<file path="src/rtl/alu_pkg.sv">
// Shared opcode constants, result-entry payload and capture-state type for the ALU result buffer.
package alu_pkg;

  localparam int unsigned OP_W   = 5;
  localparam int unsigned DATA_W = 32;

  localparam logic [OP_W-1:0] OP_ADD = 5'd6;
  localparam logic [OP_W-1:0] OP_SUB = 5'd7;

  // One buffered add/sub result with its precomputed flags.
  typedef struct packed {
    logic [DATA_W-1:0] data;
    logic              overflow;
    logic              zero;
    logic              negative;
  } result_t;

  typedef enum logic {
    ST_IDLE = 1'b0,
    ST_PEND = 1'b1
  } cap_state_e;

  // True for the opcodes that produce an add/sub result worth buffering.
  function automatic logic is_addsub(input logic [OP_W-1:0] op);
    return (op == OP_ADD) || (op == OP_SUB);
  endfunction

endpackage

</file>
<file path="src/rtl/alu_result_fifo.sv">
// Result FIFO: storage, wrapping pointers and occupancy count.
// Flag storage is only built when FLAGS_EN is set; otherwise head flags read as 0.
module alu_result_fifo
  import alu_pkg::*;
#(
  parameter int unsigned DEPTH    = 2,
  parameter bit          FLAGS_EN = 1'b0
) (
  input  logic                     clk_i,
  input  logic                     rst_ni,
  input  logic                     push_i,
  input  logic                     pop_i,
  input  result_t                  wdata_i,
  output result_t                  rdata_o,
  output logic [$clog2(DEPTH):0]   count_o,
  output logic                     full_o
);

  localparam int unsigned PW = $clog2(DEPTH);
  localparam int unsigned CW = PW + 1;

  logic [DATA_W-1:0] data_q [DEPTH];
  logic              ovf_q  [DEPTH];
  logic [PW-1:0]     wr_ptr_q, wr_ptr_d;
  logic [PW-1:0]     rd_ptr_q, rd_ptr_d;
  logic [CW-1:0]     count_q, count_d;
  logic              push_en_c;
  logic              pop_en_c;
  logic              head_zero_c;
  logic              head_neg_c;

  assign full_o    = (count_q == CW'(DEPTH));
  assign pop_en_c  = pop_i && (count_q != '0);
  // A full FIFO still accepts a push when the head leaves in the same cycle.
  assign push_en_c = push_i && (!full_o || pop_en_c);

  // Pointer and count next-state; pointers wrap naturally since DEPTH is a power of two.
  always_comb begin
    wr_ptr_d = wr_ptr_q;
    rd_ptr_d = rd_ptr_q;
    count_d  = count_q;
    if (push_en_c) wr_ptr_d = wr_ptr_q + PW'(1);
    if (pop_en_c)  rd_ptr_d = rd_ptr_q + PW'(1);
    count_d = count_q + CW'(push_en_c) - CW'(pop_en_c);
  end

  // Pointer and count registers.
  always_ff @(posedge clk_i) begin
    if (!rst_ni) begin
      wr_ptr_q <= '0;
      rd_ptr_q <= '0;
      count_q  <= '0;
    end else begin
      wr_ptr_q <= wr_ptr_d;
      rd_ptr_q <= rd_ptr_d;
      count_q  <= count_d;
    end
  end

  // Data and overflow storage, cleared on reset.
  always_ff @(posedge clk_i) begin
    if (!rst_ni) begin
      for (int unsigned i = 0; i < DEPTH; i++) begin
        data_q[i] <= '0;
        ovf_q[i]  <= 1'b0;
      end
    end else if (push_en_c) begin
      data_q[wr_ptr_q] <= wdata_i.data;
      ovf_q[wr_ptr_q]  <= wdata_i.overflow;
    end
  end

  if (FLAGS_EN) begin : g_flags
    logic zero_q [DEPTH];
    logic neg_q  [DEPTH];

    // Flag storage alongside each entry, cleared on reset.
    always_ff @(posedge clk_i) begin
      if (!rst_ni) begin
        for (int unsigned i = 0; i < DEPTH; i++) begin
          zero_q[i] <= 1'b0;
          neg_q[i]  <= 1'b0;
        end
      end else if (push_en_c) begin
        zero_q[wr_ptr_q] <= wdata_i.zero;
        neg_q[wr_ptr_q]  <= wdata_i.negative;
      end
    end

    assign head_zero_c = zero_q[rd_ptr_q];
    assign head_neg_c  = neg_q[rd_ptr_q];
  end else begin : g_no_flags
    logic unused_flags;
    assign unused_flags = ^{wdata_i.zero, wdata_i.negative};
    assign head_zero_c  = 1'b0;
    assign head_neg_c   = 1'b0;
  end

  assign rdata_o = '{data:     data_q[rd_ptr_q],
                     overflow: ovf_q[rd_ptr_q],
                     zero:     head_zero_c,
                     negative: head_neg_c};
  assign count_o = count_q;

endmodule

</file>
<file path="src/rtl/alu_result_buffer.sv">
// ALU result buffer: captures add/sub results one cycle after dat_ready and queues them for writeback.
// Optional macro ALU_RESULT_FLAGS_EN enables stored zero/negative flags; when undefined they read 0.
module alu_result_buffer
  import alu_pkg::*;
#(
  parameter int unsigned DEPTH = 2
) (
  input  logic              soc_clk,
  input  logic              reset,
  input  logic              dat_ready,
  input  logic [OP_W-1:0]   Instruction_to_ALU,
  input  logic [DATA_W-1:0] AddSub_out,
  input  logic              AddSub_overflow,
  input  logic              wb_ready,
  output logic              wb_valid,
  output logic [DATA_W-1:0] wb_data,
  output logic              wb_overflow,
  output logic              wb_zero,
  output logic              wb_negative,
  output logic              busy,
  output logic              drop_err
);

  localparam int unsigned CW    = $clog2(DEPTH) + 1;
  localparam int unsigned OCC_W = CW + 1;

`ifdef ALU_RESULT_FLAGS_EN
  localparam bit FLAGS_EN = 1'b1;
`else
  localparam bit FLAGS_EN = 1'b0;
`endif

  cap_state_e        state_q, state_d;
  logic              drop_err_q, drop_err_d;
  logic              push_c;
  logic              pop_c;
  logic              full_c;
  logic [CW-1:0]     count_c;
  logic [OCC_W-1:0]  occ_c;
  result_t           wdata_c;
  result_t           head_c;

  // Capture FSM next-state: any qualifying dat_ready leads to PEND for the following cycle.
  always_comb begin
    state_d = ST_IDLE;
    push_c  = 1'b0;
    if (state_q == ST_PEND) push_c = 1'b1;
    if (dat_ready && is_addsub(Instruction_to_ALU)) state_d = ST_PEND;
  end

  // Capture FSM state register.
  always_ff @(posedge soc_clk) begin
    if (!reset) state_q <= ST_IDLE;
    else        state_q <= state_d;
  end

  // Flags are derived from the result while it is being pushed.
  always_comb begin
    wdata_c          = '0;
    wdata_c.data     = AddSub_out;
    wdata_c.overflow = AddSub_overflow;
`ifdef ALU_RESULT_FLAGS_EN
    wdata_c.zero     = (AddSub_out == '0);
    wdata_c.negative = AddSub_out[DATA_W-1];
`endif
  end

  assign pop_c = wb_valid && wb_ready;

  // Sticky drop indication: a push arrived with no room and no same-cycle pop.
  always_comb begin
    drop_err_d = drop_err_q;
    if (push_c && full_c && !pop_c) drop_err_d = 1'b1;
  end

  // Drop error register.
  always_ff @(posedge soc_clk) begin
    if (!reset) drop_err_q <= 1'b0;
    else        drop_err_q <= drop_err_d;
  end

  alu_result_fifo #(
    .DEPTH    (DEPTH),
    .FLAGS_EN (FLAGS_EN)
  ) u_fifo (
    .clk_i   (soc_clk),
    .rst_ni  (reset),
    .push_i  (push_c),
    .pop_i   (pop_c),
    .wdata_i (wdata_c),
    .rdata_o (head_c),
    .count_o (count_c),
    .full_o  (full_c)
  );

  // A pending capture already claims a slot, so it counts toward busy.
  assign occ_c = {1'b0, count_c} + OCC_W'(state_q == ST_PEND);
  assign busy  = (occ_c >= OCC_W'(DEPTH));

  assign wb_valid    = (count_c != '0);
  assign wb_data     = head_c.data;
  assign wb_overflow = head_c.overflow;
  assign drop_err    = drop_err_q;

`ifdef ALU_RESULT_FLAGS_EN
  assign wb_zero     = head_c.zero;
  assign wb_negative = head_c.negative;
`else
  logic unused_head_flags;
  assign unused_head_flags = ^{head_c.zero, head_c.negative};
  assign wb_zero     = 1'b0;
  assign wb_negative = 1'b0;
`endif

endmodule

</file>
<file path="config.mk">
export PLATFORM = sky130hd
export DESIGN_NAME = alu_result_buffer
export DESIGN_NICKNAME = d
export VERILOG_FILES = /design/src/rtl/alu_pkg.sv /design/src/rtl/alu_result_fifo.sv /design/src/rtl/alu_result_buffer.sv
export SDC_FILE = /design/constraint.sdc
export NUM_CORES = 1
export LEC_CHECK = 0
export ABC_AREA = 1
export CAP_MARGIN = 0
export CORE_MARGIN = 1.5
export CORE_UTILIZATION = 35
export DETAILED_ROUTE_END_ITERATION = 10
export MAX_ROUTING_LAYER = met4
export SYNTH_ARGS = -nofsm -noshare
export SYNTH_HDL_FRONTEND = slang
export SYNTH_HIERARCHICAL = 1
export SYNTH_SLANG_ARGS = --single-unit
</file>
<file path="constraint.sdc">
create_clock -name soc_clk -period 5 [get_ports soc_clk]
set_input_delay 1 -clock soc_clk [delete_from_list [all_inputs] [get_ports soc_clk]]
set_output_delay 1 -clock soc_clk [all_outputs]
set_load 0.02 [all_outputs]
</file>
==> impl_metrics.env <==
export IMPL_fin_area_mm2=0.00426
export IMPL_drcViolationCount=0
export IMPL_crit_fanout=33
export IMPL_gp_congestion=0.737
export IMPL_post_place_cells=447
export IMPL_layout_commonest_cell="clkdlybuf4s50_1"
export IMPL_stdcell_count=463
export IMPL_clk_path_buf_depth=2
export IMPL_dr_wl_met3_um=249
export IMPL_final_min_clock_period_ns=3.21
export IMPL_power_mw=1.23
export IMPL_syn_area_per_cell_um2=11.9
export IMPL_p_leak_nw=1.78
export IMPL_final_cell_mix="clkdlybuf4s50_1, edfxtp_1, nor2_1"
export IMPL_io_buffer_count=76
export IMPL_cts_root_buf="clkbuf_8"
export IMPL_num_rows=34
export IMPL_finalSetupViolCount=0
export IMPL_nFillCells=836
export IMPL_grt_max_degree=35
export IMPL_dr_pass1_iters=4
export IMPL_routedWlPerCell_um=13.2
export IMPL_die_area_mm2=0.00986
export IMPL_placed_area_mm2=0.00407
export IMPL_drt_initial_drc_count=90
export IMPL_switching_share_pct=22.1
export IMPL_syn_inst=273
export IMPL_initial_core_util_pct=36.7
export IMPL_vias=2066
export IMPL_cts_made_buffers=9
export IMPL_fin_ws_ns=1.79
export IMPL_startpoint_type="flip-flop"
export IMPL_setup_tns_ns=0
export IMPL_utilization_pct=48.2
export IMPL_slowest_delay_ns=0.88
export IMPL_vias_per_cell=4.46
export IMPL_combPwrFrac_pct=7.7
export IMPL_hold_viol=0
export IMPL_yosys_warnings=6
export IMPL_met2_wirelength_um=2950
export IMPL_cts_reportedPaths_clkPinSlew_ns=0.07
export IMPL_crit_type="reg2out"
export IMPL_postCtsSetupBuffers=0
export IMPL_core_area_mm2=0.00885
export IMPL_status="completed"
export IMPL_wirelength_um=6090
export IMPL_clock_latency_ns=0.34
export IMPL_htreeDepth=3
export IMPL_grt_first_pass_wirelength_um=10100
export IMPL_tightest_slew_ns=1.04
export IMPL_power_share_sequential_pct=55.3
export IMPL_fmax_mhz=311
export IMPL_syn_to_final_growth_pct=31.4
export IMPL_min_path_type="reg2reg"
export IMPL_cp_cell_sequence="mux2_2 > clkdlybuf4s50_1"
export IMPL_dp_slack_ns=1.57
export IMPL_cts_tree="built"
export IMPL_p_int_mw=0.958
export IMPL_gr_total_overflow=0
export IMPL_crit_family="flip-flops"
export IMPL_slew_viol_final=0
export IMPL_p_switching_mw=0.272
export IMPL_crit_path_top_delay_cell="dfxtp_2"
export IMPL_postCtsHoldBufs=0
export IMPL_end_kind="primary output"
export IMPL_worst_ep_required_time_ns=4.00
export IMPL_drive_gt1_share_pct=19.2
export IMPL_finClkSkew_ns=0.0131
export IMPL_hpwl_um=3680
export IMPL_antenna_found_initial=0
export IMPL_first_global_vias=2107
export IMPL_power_density_mw_per_mm2=288
export IMPL_clock_power_share_pct=37.0
export IMPL_fp_dieH_um=99.3
export IMPL_top_layer="met4"
export IMPL_io_pins=80
export IMPL_cts_sinks=73
export IMPL_drtAntennaViolNets=0
export IMPL_die_w_um=99.3
export IMPL_cp_num_buf_inv=1
export IMPL_antennaDiodeCount=0
export IMPL_arrival_ns=2.21
export IMPL_vdd_drop_max_mv=0.119
export IMPL_netlist_area_mm2=0.00325
export IMPL_rsz0062_at_grt="false"
export IMPL_ctsResizeCount=0
export IMPL_hold_ws_ns=0.469
export IMPL_drv_cap=0
export IMPL_track_usage_pct=13.8
export IMPL_min_period_over_period_pct=64.2
export IMPL_nNetsFinal=393
export IMPL_drt_met1_wl_um=2840
export IMPL_relSlewSlack_pct=30.3
[sequential cells by signal, summed over array words and instances (netlist names), named ones only]
| signal | count |
|---|---|
| u_fifo/data_q | 64 |
| u_fifo/count_o | 2 |
| drop_err | 1 |
| u_fifo/wr_ptr_q | 1 |
| u_fifo/rd_ptr_q | 1 |
| state_q | 1 |
| u_fifo/ovf_q | 2 |
[tightest hold or removal path, cell delays in order (launching register included)]
cell	delay, ns
dfxtp_1	0.30
inv_1	0.07
a21oi_1	0.06
[power groups by stage]
stage	Sequential [mW]	Clock [mW]	Combinational, mW
after floorplan	0.694	0	0.0407
final	0.680	0.455	0.0943
after CTS	0.680	0.469	0.0961
after detailed placement	0.694	0	0.0954
after global routing	0.682	0.492	0.103
after global placement	0.693	0	0.0952
[worst paths after layout]
path / from / end / slack [ns] / cells past startpoint
worst min-delay path: u_fifo/rd_ptr_q / flip-flop / 0.47 / 2
worst max register to register: u_fifo/count_o[1] / u_fifo/data_q[1][15] / 2.64 / 9
worst min register to register: u_fifo/rd_ptr_q / flip-flop / 0.47 / 2
worst max-delay path: flip-flop / wb_data[31] / 1.79 / 2
[final cells by class]
class	count	area, um2	area share [%]
Sequential cell	73	2100	49.3
Multi-Input combinational cell	137	862	20.2
Timing Repair Buffer	78	776	18.2
Inverter	51	194	4.55
Tap cell	108	135	3.17
Clock buffer	10	128	2.99
Clock inverter	6	66.3	1.56
[routing by layer]
layer  vias to the layer above  track usage [%]
met4                         0             5.53
met5                         -                -
met1                       973             16.7
met2                        54             22.7
met3                         6             3.09
li1                       1033                -
Power figures use the tool's default switching activity.
